**config.mk**
```make
export PLATFORM = sky130hd
export DESIGN_NAME = wave_seq_ctrl
export DESIGN_NICKNAME = d
export VERILOG_FILES = /design/src/rtl/wave_seq_pkg.sv /design/src/rtl/wave_seq_table.sv /design/src/rtl/wave_seq_ctrl.sv
export SDC_FILE = /design/constraint.sdc
export NUM_CORES = 1
export LEC_CHECK = 0
export ABC_AREA = 1
export CORE_UTILIZATION = 64
export CTS_BUF_LIST = sky130_fd_sc_hd__clkbuf_4 sky130_fd_sc_hd__clkbuf_8
export CTS_CLUSTER_DIAMETER = 40
export DETAILED_ROUTE_END_ITERATION = 10
export PLACE_DENSITY = 0.87
export SLEW_MARGIN = 5
export SYNTH_ARGS = -nofsm -noshare
export SYNTH_HDL_FRONTEND = slang
export SYNTH_SLANG_ARGS = --single-unit
```
**constraint.sdc**
```tcl
create_clock -name clock -period 2.75 [get_ports clock]
set_clock_uncertainty 0.05 [all_clocks]
set_input_delay 0.275 -clock clock [delete_from_list [all_inputs] [get_ports clock]]
set_output_delay 0.275 -clock clock [all_outputs]
set_load 0.01 [all_outputs]
```
**src/rtl/wave_seq_pkg.sv**
```systemverilog
// Shared types, reset-default segment table and duration helper for the wave sequencer.
package wave_seq_pkg;

  typedef enum logic [0:0] {IDLE = 1'b0, RUN = 1'b1} state_e;

  localparam logic        DEF_LEVEL [0:3] = '{1'b0, 1'b1, 1'b0, 1'b1};
  localparam int unsigned DEF_DUR   [0:3] = '{12, 5, 3, 10};

  // A zero duration still has to occupy one cycle so the pattern keeps moving.
  function automatic logic [31:0] eff_dur(input logic [31:0] d);
    return (d == 32'd0) ? 32'd1 : d;
  endfunction

  function automatic logic def_level(input int i);
    return (i < 4) ? DEF_LEVEL[i[1:0]] : 1'b0;
  endfunction

  function automatic int unsigned def_dur(input int i);
    return (i < 4) ? DEF_DUR[i[1:0]] : 32'd1;
  endfunction

endpackage

```
**src/rtl/wave_seq_table.sv**
```systemverilog
// Segment table: NSEG (level, duration) entries, reset defaults, one write and one async read port.
module wave_seq_table
  import wave_seq_pkg::*;
#(
  parameter  int NSEG  = 4,
  parameter  int DUR_W = 8,
  localparam int IDX_W = $clog2(NSEG)
) (
  input  logic             clock,
  input  logic             reset_n,
  input  logic             we,
  input  logic [IDX_W-1:0] waddr,
  input  logic             wlevel,
  input  logic [DUR_W-1:0] wdur,
  input  logic [IDX_W-1:0] raddr,
  output logic             rlevel,
  output logic [DUR_W-1:0] rdur
);

  logic [NSEG-1:0]            level_q;
  logic [NSEG-1:0][DUR_W-1:0] dur_q;

  always_ff @(posedge clock or negedge reset_n) begin
    if (!reset_n) begin
      for (int i = 0; i < NSEG; i++) begin
        level_q[i] <= def_level(i);
        dur_q[i]   <= DUR_W'(def_dur(i));
      end
    end else if (we) begin
      level_q[waddr] <= wlevel;
      dur_q[waddr]   <= wdur;
    end
  end

  // Read sees the pre-edge contents, so a same-edge write never leaks into a load.
  assign rlevel = level_q[raddr];
  assign rdur   = dur_q[raddr];

endmodule

```
**src/rtl/wave_seq_ctrl.sv**
```systemverilog
// Table-driven waveform sequencer (one-shot / loop, stop, live reprogramming).
// Optional pass counter output enabled by WAVE_SEQ_CYCLE_COUNT_EN.
module wave_seq_ctrl
  import wave_seq_pkg::*;
#(
  parameter  int NSEG  = 4,
  parameter  int DUR_W = 8,
  localparam int IDX_W = $clog2(NSEG)
) (
  input  logic             clock,
  input  logic             reset_n,
  input  logic             cfg_we,
  input  logic [IDX_W-1:0] cfg_addr,
  input  logic             cfg_level,
  input  logic [DUR_W-1:0] cfg_dur,
  input  logic [IDX_W-1:0] cfg_last,
  input  logic             loop,
  input  logic             start,
  input  logic             stop,
  output logic             wave_out,
  output logic             busy,
  output logic [IDX_W-1:0] seg_idx,
  output logic             done
`ifdef WAVE_SEQ_CYCLE_COUNT_EN
  ,
  output logic [15:0]      cycle_count
`endif
);

  state_e           state;
  logic             loop_q;
  logic [IDX_W-1:0] last_q, last_clamp, rd_addr;
  logic [DUR_W-1:0] cnt, rd_dur, rd_dur_eff;
  logic             rd_level;

  wave_seq_table #(.NSEG(NSEG), .DUR_W(DUR_W)) u_table (
    .clock  (clock),
    .reset_n(reset_n),
    .we     (cfg_we),
    .waddr  (cfg_addr),
    .wlevel (cfg_level),
    .wdur   (cfg_dur),
    .raddr  (rd_addr),
    .rlevel (rd_level),
    .rdur   (rd_dur)
  );

  // The single read port always points at the segment that would be loaded next.
  always_comb begin
    last_clamp = (int'(cfg_last) > NSEG - 1) ? IDX_W'(NSEG - 1) : cfg_last;
    rd_addr    = (state == RUN && seg_idx != last_q) ? seg_idx + IDX_W'(1) : '0;
    rd_dur_eff = DUR_W'(eff_dur(32'(rd_dur)));
  end

  assign busy = (state == RUN);

  always_ff @(posedge clock or negedge reset_n) begin
    if (!reset_n) begin
      state    <= IDLE;
      loop_q   <= 1'b0;
      last_q   <= '0;
      cnt      <= '0;
      seg_idx  <= '0;
      wave_out <= 1'b0;
      done     <= 1'b0;
    end else begin
      done <= 1'b0;
      case (state)
        IDLE: if (start && !stop) begin
          state    <= RUN;
          loop_q   <= loop;
          last_q   <= last_clamp;
          seg_idx  <= '0;
          cnt      <= rd_dur_eff;
          wave_out <= rd_level;
        end
        RUN: begin
          if (stop) begin
            state    <= IDLE;
            wave_out <= 1'b0;
            seg_idx  <= '0;
          end else if (cnt > DUR_W'(1)) begin
            cnt <= cnt - DUR_W'(1);
          end else if (seg_idx != last_q || loop_q) begin
            seg_idx  <= rd_addr;
            cnt      <= rd_dur_eff;
            wave_out <= rd_level;
          end else begin
            state    <= IDLE;
            wave_out <= 1'b0;
            seg_idx  <= '0;
            done     <= 1'b1;
          end
        end
        default: state <= IDLE;
      endcase
    end
  end

`ifdef WAVE_SEQ_CYCLE_COUNT_EN
  logic accept, pass_end;
  assign accept   = (state == IDLE) && start && !stop;
  assign pass_end = (state == RUN) && !stop && (cnt <= DUR_W'(1)) && (seg_idx == last_q);

  always_ff @(posedge clock or negedge reset_n) begin
    if (!reset_n)      cycle_count <= '0;
    else if (accept)   cycle_count <= '0;
    else if (pass_end) cycle_count <= cycle_count + 16'd1;
  end
`endif

endmodule

```
# After elaboration in Yosys (flattened, before gate mapping)
# Cells that the tools add are included.
[word_totals]
mem_bits_rw = 0
out_inout_bits = 5
inputBits = 19
romBits = 0
mem_count = 0
regBits = 52
latch_bits = 0
[classes]
n_shift = 0
mul = 0
bitwise_logic = 1
n_eq_ne = 5
add_sub_neg = 2
n_reduce_logical = 9
mux = 36
n_lt_le_gt_ge = 4
div = 0
[op_table]
columns = ["cell", "n"]
rows = [
  ["$mux W8", 7],
  ["$bwmux W32", 1],
  ["$bmux W8 S2", 1],
  ["$demux W8 S2", 1],
  ["$pmux W8 S2", 1],
  ["$mux W1", 14],
  ["$mux W2", 5],
  ["$gt A8 B1 Y1 const B", 1],
  ["$logic_not A8 Y1", 1],
  ["$sub A8 B1 Y8 const B", 1],
  ["$lt A2 B3 Y1 const B", 2],
  ["$bwmux W4", 1],
  ["$ne A2 B2 Y1 const B", 2],
  ["$pmux W1 S2", 2],
  ["$pmux W2 S2", 1],
  ["$reduce_and A2 Y1", 2],
  ["$logic_and A1 B1 Y1", 3],
  ["$ne A3 B1 Y1 const B", 1],
  ["$ne A3 B3 Y1 const B", 1],
  ["$reduce_and A3 Y1", 1],
  ["$add A2 B1 Y2 const B", 1],
  ["$bmux W1 S2", 1],
  ["$demux W1 S2", 1],
  ["$ge A2 B1 Y1 const B", 1],
  ["4 further kinds", 4],
]

# Logic depth before layout (Yosys ltp)
[logic_depth]
word_depth = 11
ltp_mapped = 15
mapped_depth_nobuf = 14

# By module
# Synthesis repeated with hierarchy kept, for this count alone.
[unflattened]
cells_unflattened = 424
area_unflattened_um2 = 3030.4
[by_module_without_submodules]
columns = ["mod", "cells_per_inst", "instances", "area_each_um2"]
rows = [
  ["wave_seq_table", 262, 1, 1934.4],
  ["wave_seq_ctrl", 162, 1, 1096.1],
]

# Worst setup path after synthesis
# OpenSTA, ideal clock, no wires.
[synth_timing]
path_kind = "register to register"
startpoint = "reg cnt[0]"
endpoint = "reg cnt[0]"
path_buffers = 1
path_stages_with_launch = 14
setup_time_ns = 0.116
t_required_ns = 2.584
t_arrival_ns = 1.724
path_slack_ns = 0.860
cell_sequence = "dfrtp_1 inv_1 ha_1 nand3_1 a21o_2 nand2_1 nor2_1 nor2_1 nand2_1 buf_4 o21ai_0 inv_1 nand2_1 nand2_1"
[synth_between]
elab_chain_len = 4
[synth_lines]
columns = ["item", "line", "text"]
rows = [
  ["start, declared", "wave_seq_ctrl.sv:33", "logic [DUR_W-1:0] cnt, rd_dur, rd_dur_eff;"],
  ["start signal, assigned", "wave_seq_ctrl.sv:74", "cnt <= rd_dur_eff;"],
  ["start signal, assigned", "wave_seq_ctrl.sv:83", "cnt <= cnt - DUR_W'(1);"],
  ["start signal, assigned", "wave_seq_ctrl.sv:86", "cnt <= rd_dur_eff;"],
  ["$sub A8 B1 Y8 or $gt A8 B1 Y1 (tied branches)", "wave_seq_ctrl.sv:83, wave_seq_ctrl.sv:82", ""],
  ["$mux W8", "wave_seq_ctrl.sv:82", "end else if (cnt > DUR_W'(1)) begin"],
  ["$mux W8", "wave_seq_ctrl.sv:78", "if (stop) begin"],
  ["$pmux W8 S2", "wave_seq_ctrl.sv:68", "case (state)"],
]
# Several ways; a longest one is shown, not always the timed one. The select of a mux whose other input is x is not followed.
# A chain may end at the register's enable or synchronous reset.

# Worst setup path after layout
[layout_timing]
startpoint = "reg seg_idx[0]"
endpoint = "reg cnt[0]"
[layout_between]
elab_chain_len = 11
[layout_lines]
columns = ["item", "line", "text"]
rows = [
  ["start, declared", "wave_seq_ctrl.sv:22", "output logic [IDX_W-1:0] seg_idx,"],
  ["start signal, assigned", "wave_seq_ctrl.sv:85", "seg_idx <= rd_addr;"],
  ["branches (longest 11 deep; another with $add A2 B1 Y2)", "--", ""],
]
# Parallel ways; which one is timed is not known. The select of a mux whose other input is x is not followed.

==> metrics.cfg <==
[yosys]
synth_compound_area_frac = 0.129
synthXorXnorAreaFrac = 0.00981
synth.mux.area_fraction = 0.00748
synth_top_area_frac = 0.393
ys_ff_latch = 52
synth_edf_count = 0
synth_nets = 353
synth.cell_area_um2 = 2680
synthTopCellsByArea = dfrtp_1 (39%), nand2_1 (14%), dfstp_2 (9.8%)
yosys.area_share.simple = 0.274
synthCells = 332
yosysSeqAreaShare = 0.491
yosysWarnings = 0
synth.distinct_cells = 33
ys_top_cells_by_count = nand2_1 (101), o21ai_0 (48), dfrtp_1 (42)
yosys.area.top_type = dfrtp_1
synth_top_family_by_area = simple AND/OR/NAND/NOR gates
synth_most_common_cell = nand2_1
synth_fa_ha_area_frac = 0.00935
syn_area_per_cell_um2 = 8.06
async_flop_share = 1.00
synthFlopType = dfrtp_1

[worst_hold_path]
hold_path.class = in -> async

[clocking]
cts_root_buf = clkbuf_8
cts_tree = built
clockBufferDepth = 2
cts_setup_buffers = 0
clock-sinks = 52
cts.clk_slew.worst_paths_ns = 0.10
htreeDepth = 2
cts_made_buffers = 5
insertion_delay_ns = 0.31

[final_layout]
synthToLayoutAreaGrowth_pct = 11.4
drive_above_1_share = 0.0819
fin_nets = 374
final_cell_area_um2 = 2980
n_antenna_cell = 0
final_cells = 404
n_fill_cell = 297

[critical_path]
cpMaxStageDelayCell = dfrtp_1
r2r-start = seg_idx[0]
r2r_slack_ns = 0.42
critPathRequiredTime_ns = 2.94
criticalPathCategory = reg -> reg
start_kind = register
reg2reg_to = cnt[0]
end_kind = register
max_stage_delay_ns = 0.42
reg2reg_depth = 14
cpMostUsedCell = nand2_1
worstPathMaxFanout = 20
crit_arrival_ns = 2.52
path_cells = inv_2, nand2_1, nand2_1, nand2_2, nand3_4, nand2_1, nand3_1, nand2_1, nand2_1, nor2_1, nand2_1, nand3_1, nand2_1, nand2_1

[timing]
min_period_ns = 2.33
setup_viol = 0
final-hold-violation-count = 0
max_slew_margin = 0.538
tightest_slew_ns = 0.691
tns_ns = 0
post-route-period-util = 0.848
finalMaxSlewViolations = 0
grt_setup_unrepaired = false
fmax_mhz = 429

[place]
dp.cells = 395
placed_area_um2 = 2880
hpwlAfterDp_mm = 3.95
io_buffers = 23
gp_congestion = 0.878

[drt]
drc = 0
drt-initial-drc-count = 207
drt_pass1_iterations = 4
dr_total_vias = 2301
vias_per_cell = 5.70
ant_nets = 0
wl_per_cell_um = 14.0
wl_mm = 5.65

[die]
die-height_um = 66.7
die_x_um = 66.7
initial_core_util = 0.669
placementRows = 23
core_area_um2 = 4000
ios = 24
die_area_um2 = 4450

[status]
status = complete, no violations

[pwr]
leakagePower_nw = 1.44
power_density_nw_per_um2 = 935
power.total_mw = 2.79
ir_drop_mv = 0.443

[global_route]
grt_first_pass_wirelength_mm = 9.20
grtUsageTotal = 0.276
grt_pass1_vias = 2063
antenna_found_initial = 0
grt_max_degree = 37
grt.overflow.total = 0

[flow_run]
maxCapViolCount = 0

critical path: cells and delay by family, from the launching register on:
family | cells | cell delay, ns
buffers and inverters | 1 | 0.18
flip-flops | 1 | 0.42
AND/OR/NAND/NOR | 13 | 1.59
power breakdown:
group	switching (mW)	internal (mW)
sequential	0.131	0.966
combinational	0.820	0.437
clock	0.238	0.199
cells in the final DEF, fill, tap and decap left out, types with 2 or more instances in the layout:
master           netlist  final
clkdlybuf4s50_1        0     22
dfstp_2               10     10
dfrtp_1               42     42
nand2_1              101    101
o211ai_1               3      3
o22ai_1                2      2
nand3_1               24     24
buf_4                  1      2
mux2i_1                2      2
xnor2_1                2      2
clkbuf_8               3      5
nand4_1               17     17
nor2_1                16     16
clkbuf_4               0      2
o21ai_1                2      2
a21oi_1                7      7
ha_1                   2      2
inv_1                 29     29
o21ai_0               48     48
sequential cells by signal (all words and copies together), names as in the netlist:
register	count
last_q	2
wave_out	1
cnt	8
u_table.dur_q	32
u_table.level_q	4
busy	1
done	1
seg_idx	2
loop_q	1
metal layers:
layer / up-vias / share of wire / track usage
li1: 1144 / - / -
met1: 1095 / 0.46 / 0.359
met2: 55 / 0.49 / 0.470
met3: 7 / 0.039 / 0.0514
met4: 0 / 0.011 / 0.0718
met5: - / 0 / 0
worst max path at each step:
| stage | from | endpoint | depth (start not counted) |
|---|---|---|---|
| 2_1_floorplan | cnt[0] | cnt[0] | 13 |
| 3_3_place_gp | seg_idx[0] | cnt[3] | 13 |
| 3_5_place_dp | seg_idx[0] | cnt[0] | 14 |
| 4_1_cts | seg_idx[0] | cnt[0] | 14 |
| 5_1_grt | seg_idx[0] | cnt[3] | 13 |
| 6_report | seg_idx[0] | cnt[0] | 14 |
final cells by class:
class                      instances  area (um^2)  share of cell area
sequential                        52         1310               0.440
timing repair buffer              26          250              0.0839
tap                               50         62.6              0.0210
multi-input combinational        238         1160               0.387
inverter                          30          113              0.0377
clock inverter                     1         5.00             0.00168
clock buffer                       7         83.8              0.0281
stage by stage:
stage	util	hold WS, ns	setup slack, ns
finish	0.746	0.348	0.419
global route	0.746	0.386	0.131
CTS	0.744	0.359	0.300
detailed placement	0.719	0.158	0.343
global placement	0.719	0.153	0.381
floorplan	-	-0.0706	0.860
logic make-up after synthesis:
| kind of cell | after synthesis |
|---|---|
| and+or+nand+nor | 166 |
| muxes | 2 |
| xor gates and xnor gates | 3 |
| adders and majority gates | 2 |
| AOI/OAI and AO/OA | 65 |
| DFF | 52 |
| buffers and inverters | 42 |
what timing repair did:
action | 4_1_cts | 5_1_grt
endpoints found under the setup margin | 0 | 2
hold endpoints to repair | 16 | 0
resized for setup | 0 | 1
hold buffers | 1 | 0
Note: power is estimated with default switching activity, not from simulation.
